`src/rtl/updown_cmd_seq_if.sv`:
```
// Command/counter bundle for updown_cmd_seq: command channel in, counter drive out,
// counter count back, plus status. slave = sequencer side, master = driver/bench side.
interface updown_cmd_seq_if #(
    parameter int W    = 4,
    parameter int LENW = 8
);
    logic            cmd_valid;
    logic            cmd_ready;
    logic            cmd_load;
    logic            cmd_mode;
    logic [W-1:0]    cmd_value;
    logic [LENW-1:0] cmd_len;
    logic            load;
    logic            mode;
    logic [W-1:0]    a;
    logic [W-1:0]    count;
    logic            busy;
    logic            cmd_done;
    logic [W-1:0]    exp_count;
    logic            mismatch;
    logic [7:0]      err_cnt;

    modport slave (
        input  cmd_valid, cmd_load, cmd_mode, cmd_value, cmd_len, count,
        output cmd_ready, load, mode, a, busy, cmd_done, exp_count, mismatch, err_cnt
    );

    modport master (
        output cmd_valid, cmd_load, cmd_mode, cmd_value, cmd_len, count,
        input  cmd_ready, load, mode, a, busy, cmd_done, exp_count, mismatch, err_cnt
    );
endinterface

```
`src/rtl/updown_cmd_seq.sv`:
```
// Command sequencer for the updown counter: FIFO of load/run commands, IDLE/LOAD/RUN player,
// shadow counter model. Define UPDOWN_SEQ_CHECK_EN to build the count comparator.
module updown_cmd_seq #(
    parameter int W     = 4,
    parameter int DEPTH = 4,
    parameter int LENW  = 8
) (
    input  logic               clk_i,
    input  logic               rst_ni,
    updown_cmd_seq_if.slave    sif
);
    localparam int AW = $clog2(DEPTH);
    localparam logic [1:0] S_IDLE = 2'd0;
    localparam logic [1:0] S_LOAD = 2'd1;
    localparam logic [1:0] S_RUN  = 2'd2;

    typedef struct packed {
        logic            ld;
        logic            md;
        logic [W-1:0]    val;
        logic [LENW-1:0] len;
    } cmd_t;

    cmd_t            fifo_q [DEPTH];
    logic [AW:0]     wr_q, rd_q;
    logic            full, empty, push, pop;
    cmd_t            head, wr_cmd;

    logic [1:0]      state_q, state_d;
    logic [LENW-1:0] rem_q, rem_d;
    logic            mode_q, mode_d;
    logic [W-1:0]    a_q, a_d;
    logic            done;
    logic [W-1:0]    exp_q, exp_d;

    // Extra pointer bit tells full from empty when the index bits match.
    assign empty  = (wr_q == rd_q);
    assign full   = (wr_q[AW] != rd_q[AW]) && (wr_q[AW-1:0] == rd_q[AW-1:0]);
    assign push   = sif.cmd_valid && !full;
    assign pop    = (state_q == S_IDLE) && !empty;
    assign head   = fifo_q[rd_q[AW-1:0]];
    assign wr_cmd = '{ld: sif.cmd_load, md: sif.cmd_mode, val: sif.cmd_value, len: sif.cmd_len};

    always_ff @(posedge clk_i) begin
        if (push) fifo_q[wr_q[AW-1:0]] <= wr_cmd;
    end

    always_ff @(posedge clk_i or negedge rst_ni) begin
        if (!rst_ni) begin
            wr_q <= '0;
            rd_q <= '0;
        end else begin
            if (push) wr_q <= wr_q + 1'b1;
            if (pop)  rd_q <= rd_q + 1'b1;
        end
    end

    always_comb begin
        state_d = state_q;
        rem_d   = rem_q;
        mode_d  = mode_q;
        a_d     = a_q;
        done    = 1'b0;
        case (state_q)
            S_IDLE: begin
                if (pop) begin
                    if (head.ld) begin
                        state_d = S_LOAD;
                        a_d     = head.val;
                    end else if (head.len == '0) begin
                        // Zero-length run: retire immediately, mode untouched.
                        done = 1'b1;
                    end else begin
                        state_d = S_RUN;
                        rem_d   = head.len;
                        mode_d  = head.md;
                    end
                end
            end
            S_LOAD: begin
                done    = 1'b1;
                state_d = S_IDLE;
            end
            S_RUN: begin
                rem_d = rem_q - 1'b1;
                if (rem_q == LENW'(1)) begin
                    done    = 1'b1;
                    state_d = S_IDLE;
                end
            end
            default: state_d = S_IDLE;
        endcase
    end

    always_ff @(posedge clk_i or negedge rst_ni) begin
        if (!rst_ni) begin
            state_q <= S_IDLE;
            rem_q   <= '0;
            mode_q  <= 1'b0;
            a_q     <= '0;
        end else begin
            state_q <= state_d;
            rem_q   <= rem_d;
            mode_q  <= mode_d;
            a_q     <= a_d;
        end
    end

    assign sif.load      = (state_q == S_LOAD);
    assign sif.mode      = mode_q;
    assign sif.a         = a_q;
    assign sif.cmd_done  = done;
    assign sif.cmd_ready = !full;
    assign sif.busy      = (state_q != S_IDLE) || !empty;

    // The counter has no enable, so the model steps every cycle.
    assign exp_d = sif.load ? sif.a : (sif.mode ? exp_q - 1'b1 : exp_q + 1'b1);

    always_ff @(posedge clk_i or negedge rst_ni) begin
        if (!rst_ni) exp_q <= '0;
        else         exp_q <= exp_d;
    end

    assign sif.exp_count = exp_q;

`ifdef UPDOWN_SEQ_CHECK_EN
    logic       armed_q, mm_q;
    logic [7:0] err_q;

    always_ff @(posedge clk_i or negedge rst_ni) begin
        if (!rst_ni) begin
            armed_q <= 1'b0;
            mm_q    <= 1'b0;
            err_q   <= '0;
        end else begin
            armed_q <= 1'b1;
            if (armed_q && (sif.count != exp_q)) begin
                mm_q <= 1'b1;
                if (err_q != 8'hFF) err_q <= err_q + 1'b1;
            end
        end
    end

    assign sif.mismatch = mm_q;
    assign sif.err_cnt  = err_q;
`else
    assign sif.mismatch = 1'b0;
    assign sif.err_cnt  = '0;
`endif
endmodule

```
`src/flat_wrapper.sv`:
```
// flat-port wrapper written by rule: the top's interface ports become plain ports
module updown_cmd_seq_flat 
#(
    parameter int W     = 4,
    parameter int DEPTH = 4,
    parameter int LENW  = 8
)
  (clk_i, rst_ni, sif_cmd_valid, sif_cmd_load, sif_cmd_mode, sif_cmd_value, sif_cmd_len, sif_count, sif_cmd_ready, sif_load, sif_mode, sif_a, sif_busy, sif_cmd_done, sif_exp_count, sif_mismatch, sif_err_cnt);
  updown_cmd_seq_if #(.W(W), .LENW(LENW)) sif_i ();
  input  logic clk_i;
  input  logic rst_ni;
  input wire logic [$bits(sif_i.cmd_valid)-1:0] sif_cmd_valid;
  input wire logic [$bits(sif_i.cmd_load)-1:0] sif_cmd_load;
  input wire logic [$bits(sif_i.cmd_mode)-1:0] sif_cmd_mode;
  input wire logic [$bits(sif_i.cmd_value)-1:0] sif_cmd_value;
  input wire logic [$bits(sif_i.cmd_len)-1:0] sif_cmd_len;
  input wire logic [$bits(sif_i.count)-1:0] sif_count;
  output wire logic [$bits(sif_i.cmd_ready)-1:0] sif_cmd_ready;
  output wire logic [$bits(sif_i.load)-1:0] sif_load;
  output wire logic [$bits(sif_i.mode)-1:0] sif_mode;
  output wire logic [$bits(sif_i.a)-1:0] sif_a;
  output wire logic [$bits(sif_i.busy)-1:0] sif_busy;
  output wire logic [$bits(sif_i.cmd_done)-1:0] sif_cmd_done;
  output wire logic [$bits(sif_i.exp_count)-1:0] sif_exp_count;
  output wire logic [$bits(sif_i.mismatch)-1:0] sif_mismatch;
  output wire logic [$bits(sif_i.err_cnt)-1:0] sif_err_cnt;
  assign sif_i.cmd_valid = sif_cmd_valid;
  assign sif_i.cmd_load = sif_cmd_load;
  assign sif_i.cmd_mode = sif_cmd_mode;
  assign sif_i.cmd_value = sif_cmd_value;
  assign sif_i.cmd_len = sif_cmd_len;
  assign sif_i.count = sif_count;
  assign sif_cmd_ready = sif_i.cmd_ready;
  assign sif_load = sif_i.load;
  assign sif_mode = sif_i.mode;
  assign sif_a = sif_i.a;
  assign sif_busy = sif_i.busy;
  assign sif_cmd_done = sif_i.cmd_done;
  assign sif_exp_count = sif_i.exp_count;
  assign sif_mismatch = sif_i.mismatch;
  assign sif_err_cnt = sif_i.err_cnt;
  updown_cmd_seq #(.W(W), .DEPTH(DEPTH), .LENW(LENW)) u_core (.clk_i(clk_i), .rst_ni(rst_ni), .sif(sif_i));
endmodule
```
`config.mk`:
```
export PLATFORM = sky130hd
export DESIGN_NAME = updown_cmd_seq_flat
export DESIGN_NICKNAME = d
export VERILOG_FILES = /design/src/rtl/updown_cmd_seq_if.sv /design/src/rtl/updown_cmd_seq.sv /design/src/flat_wrapper.sv
export SDC_FILE = /design/constraint.sdc
export NUM_CORES = 1
export LEC_CHECK = 0
export CAP_MARGIN = 30
export CORE_MARGIN = 5
export CORE_UTILIZATION = 60
export DETAILED_ROUTE_END_ITERATION = 10
export PLACE_DENSITY = 0.95
export SETUP_SLACK_MARGIN = 0.15
export SLEW_MARGIN = 10
export SYNTH_ARGS = -nofsm -noshare
export SYNTH_HDL_FRONTEND = slang
export SYNTH_SLANG_ARGS = --single-unit
```
`constraint.sdc`:
```
create_clock -name clk_i -period 7 [get_ports clk_i]
set_input_delay 0.7 -clock clk_i [delete_from_list [all_inputs] [get_ports clk_i]]
set_output_delay 0.7 -clock clk_i [all_outputs]
set_load 0.01 [all_outputs]
```
==> impl_metrics.yaml <==
hold_path:
  holdCritPathClass: "reg -> reg"
  hp-start: "u_core.sif.exp_count[0]"
critical_path:
  worstPathArrival_ns: 3.47
  crit_fanout: 23
  cp_data_required_time_ns: 6.30
  path_class: "reg -> out"
  critPathLaunchType: "flip-flop"
  crit_path_end_kind: "primary output"
  r2r_start: "u_core.rd_q[1]"
  crit_start: "u_core.rd_q[1]"
die:
  dieArea_um2: 7810
  die_height_um: 88.4
  coreArea_um2: 5960
  ios: 43
  num_rows: 28
  start_util_pct: 61.8
  fp.dieW_um: 88.4
global_route:
  grt_pass1_wl_mm: 11.2
  overflow: 0
  grt_max_degree: 24
  grt_pass1_vias: 2258
  grt.total_usage_pct: 19.7
  antenna_found_initial: 0
timing:
  skew_ns: 0.0114
  period_share_pct: 59.5
  worst_pin_slew_ns: 0.933
  relSlewSlack_pct: 37.8
  maxSlewViolCount: 0
  setup_violations: 0
  period_minus_slack_ns: 4.17
  max_freq_ghz: 0.240
  rsz0062_at_grt: "false"
  final_hold_viol_count: 0
  fin_setup_tns_ns: 0
synth:
  yosys_register_bits: 81
  avgSynthCellArea_um2: 14.8
  yosysTopAreaCell: "edfxtp_1"
  synth_edf_count: 56
  synth_top_area_share_pct: 45.7
  netlist_instances: 249
  synth.yosys.seq_area_share_pct: 62.6
  synthFlopType: "edfxtp_1"
  netlist_area_um2: 3680
  yosysWarnings: 0
  synth_top_cells_by_area: "edfxtp_1 46%, dfrtp_1 17%, mux4_2 7.9%"
  synth_cell_types: 53
  synthArstFlopShare_pct: 30.9
cts:
  ctsHoldBuffers: 0
  post_cts_resize_count: 0
  cts_tree: "yes"
  clock-root-buffer: "clkbuf_8"
  cts.clk_slew.worst_paths_ns: 0.08
  numCtsBuffers: 9
  htree_levels: 3
  cts_num_sinks: 81
  postCtsSetupBuffers: 0
  clock_latency_ns: 0.34
  cts_buffer_depth: 2
power_and_ir_drop:
  p_per_area_nw_per_um2: 467
  p_leak_nw: 1.59
  p_sw_w: 0.000713
  comb_power_share_pct: 41.7
  clockPowerShare_pct: 17.3
  seq_power_share_pct: 41.0
  vdd_ir_drop_max_uv: 261
  p_sw_share_pct: 36.3
  intPower_w: 0.00125
job:
  cap_violations: 0
place:
  dpl_cell_area_um2: 4020
  io_buffers: 29
  dpl.hpwl_mm: 4.77
  place_congestion: 0.906
drt:
  drt-total-wl_mm: 6.96
  dr_total_vias: 2150
  drc: 0
  drt_iter0_markers: 136
  drtPass1Iterations: 4
  vias_per_cell: 5.89
  ant_nets: 0
  wl_per_cell_um: 19.1
layout:
  fin_nets: 316
  n_antenna_cell: 0
  drive_gt1_share_pct: 13.4
  post-route-cell-area_um2: 4220
  synthToLayoutAreaGrowth_pct: 14.4
outcome:
  status: "complete, no violations"
-- through the flow --
step | instances | setup slack, ns | hold slack [ns] | total power, W | util (%)
floorplan | 257 | 4.23 | 0.404 | 0.00138 | -
global placement | 348 | 3.27 | 0.491 | 0.00158 | 67.3
detailed placement | 349 | 3.18 | 0.502 | 0.00163 | 67.5
CTS | 365 | 2.82 | 0.517 | 0.00198 | 70.8
global route | 365 | 2.67 | 0.555 | 0.00209 | 70.8
finish | 365 | 2.83 | 0.520 | 0.00197 | 70.8
-- placed cells by master, fill, tap and decap left out, types with 2 or more instances in the layout --
cell / instances
a21o_1: 2
a21oi_1: 9
a22o_1: 2
and2_1: 4
clkbuf_8: 10
clkdlybuf4s50_1: 29
clkinv_2: 3
conb_1: 9
dfrtp_1: 25
edfxtp_1: 56
ha_1: 9
inv_1: 13
mux2_1: 5
mux2_4: 2
mux2i_1: 2
mux4_2: 13
nand2_1: 16
nand2b_1: 2
nor2_1: 14
nor2b_1: 3
nor3_1: 5
nor3b_1: 2
nor4_1: 3
o211ai_1: 4
o21ai_0: 2
o21ai_1: 4
xnor2_1: 8
xor2_1: 6
-- cell type report --
cell class,instances,area [um^2]
timing repair buffer,31,309
sequential,81,2310
clock buffer,11,141
multi-input combinational,149,1260
inverter,13,48.8
tap,75,93.8
clock inverter,5,53.8
fill,402,1740
-- worst max-delay path, stage by stage (launching register included) --
cell and delay, ns:
dfrtp_1 0.96, mux4_2 0.48, or4_4 0.55, a211oi_4 0.33, nand2_1 0.12, o211ai_1 0.12
clkdlybuf4s50_1 0.56
-- Yosys cell counts (2+ instances only) --
| cell type | number |
|---|---|
| a21o_1 | 2 |
| buf_4 | 9 |
| a21oi_1 | 9 |
| nor2_1 | 14 |
| nor4_1 | 3 |
| a22o_1 | 2 |
| inv_1 | 13 |
| nor3_1 | 5 |
| mux2_4 | 2 |
| ha_1 | 9 |
| edfxtp_1 | 56 |
| xnor2_1 | 8 |
| o21ai_0 | 2 |
| o211ai_1 | 4 |
| nor2b_1 | 3 |
| xor2_1 | 6 |
| and2_1 | 4 |
| nand2b_1 | 2 |
| dfrtp_1 | 25 |
| buf_2 | 2 |
| mux4_2 | 13 |
| o21ai_1 | 4 |
| mux2i_1 | 2 |
| nand2_1 | 16 |
| mux2_1 | 5 |
| nor3b_1 | 2 |
-- registers in the layout (all words and copies together), names as in the netlist --
register / count
u_core.fifo_q: 56
u_core.rem_q: 8
u_core.sif.exp_count: 4
u_core.wr_q: 3
u_core.sif.a: 4
u_core.rd_q: 3
u_core.state_q: 2
u_core.sif.mode: 1
-- power by group through the flow --
stage	clock network, W	logic [W]	registers (W)
6_report	0.000340	0.000820	0.000806
5_1_grt	0.000367	0.000898	0.000825
4_1_cts	0.000345	0.000823	0.000806
3_5_place_dp	0	0.000818	0.000816
3_3_place_gp	0	0.000778	0.000800
2_1_floorplan	0	0.000610	0.000772
-- final timing paths --
check / end / slack (ns) / depth (start not counted)
min reg2reg: u_core.sif.exp_count[0] / 0.52 / 1
max: sif_cmd_done / 2.83 / 6
min: u_core.sif.exp_count[0] / 0.52 / 1
max in group asynchronous: u_core.rd_q[2] / 5.67 / 2
max reg2reg: u_core.sif.mode / 4.12 / 5
min in group asynchronous: u_core.rd_q[0] / 0.79 / 1
-- logic make-up (layout without fill, tap and decap cells) --
logic type / after synthesis / after routing / synth area share (%)
compound gates: 36 / 36 / 7.34
xor+xnor: 14 / 14 / 3.33
fa+ha+maj: 10 / 10 / 3.60
buf+inv: 27 / 60 / 3.94
flops: 81 / 81 / 62.6
mux: 22 / 22 / 10.8
other cells: 1 / 9 / 0.102
simple gates: 58 / 58 / 8.22
-- per-layer routing --
metal	share of wire [%]	up-vias	GRT usage (%)
met5	0	-	0
met4	1.3	0	8.93
met3	5.7	7	2.98
met2	54	97	35.6
met1	39	1064	23.2
li1	-	982	-
Power figures use the tool's default switching activity.
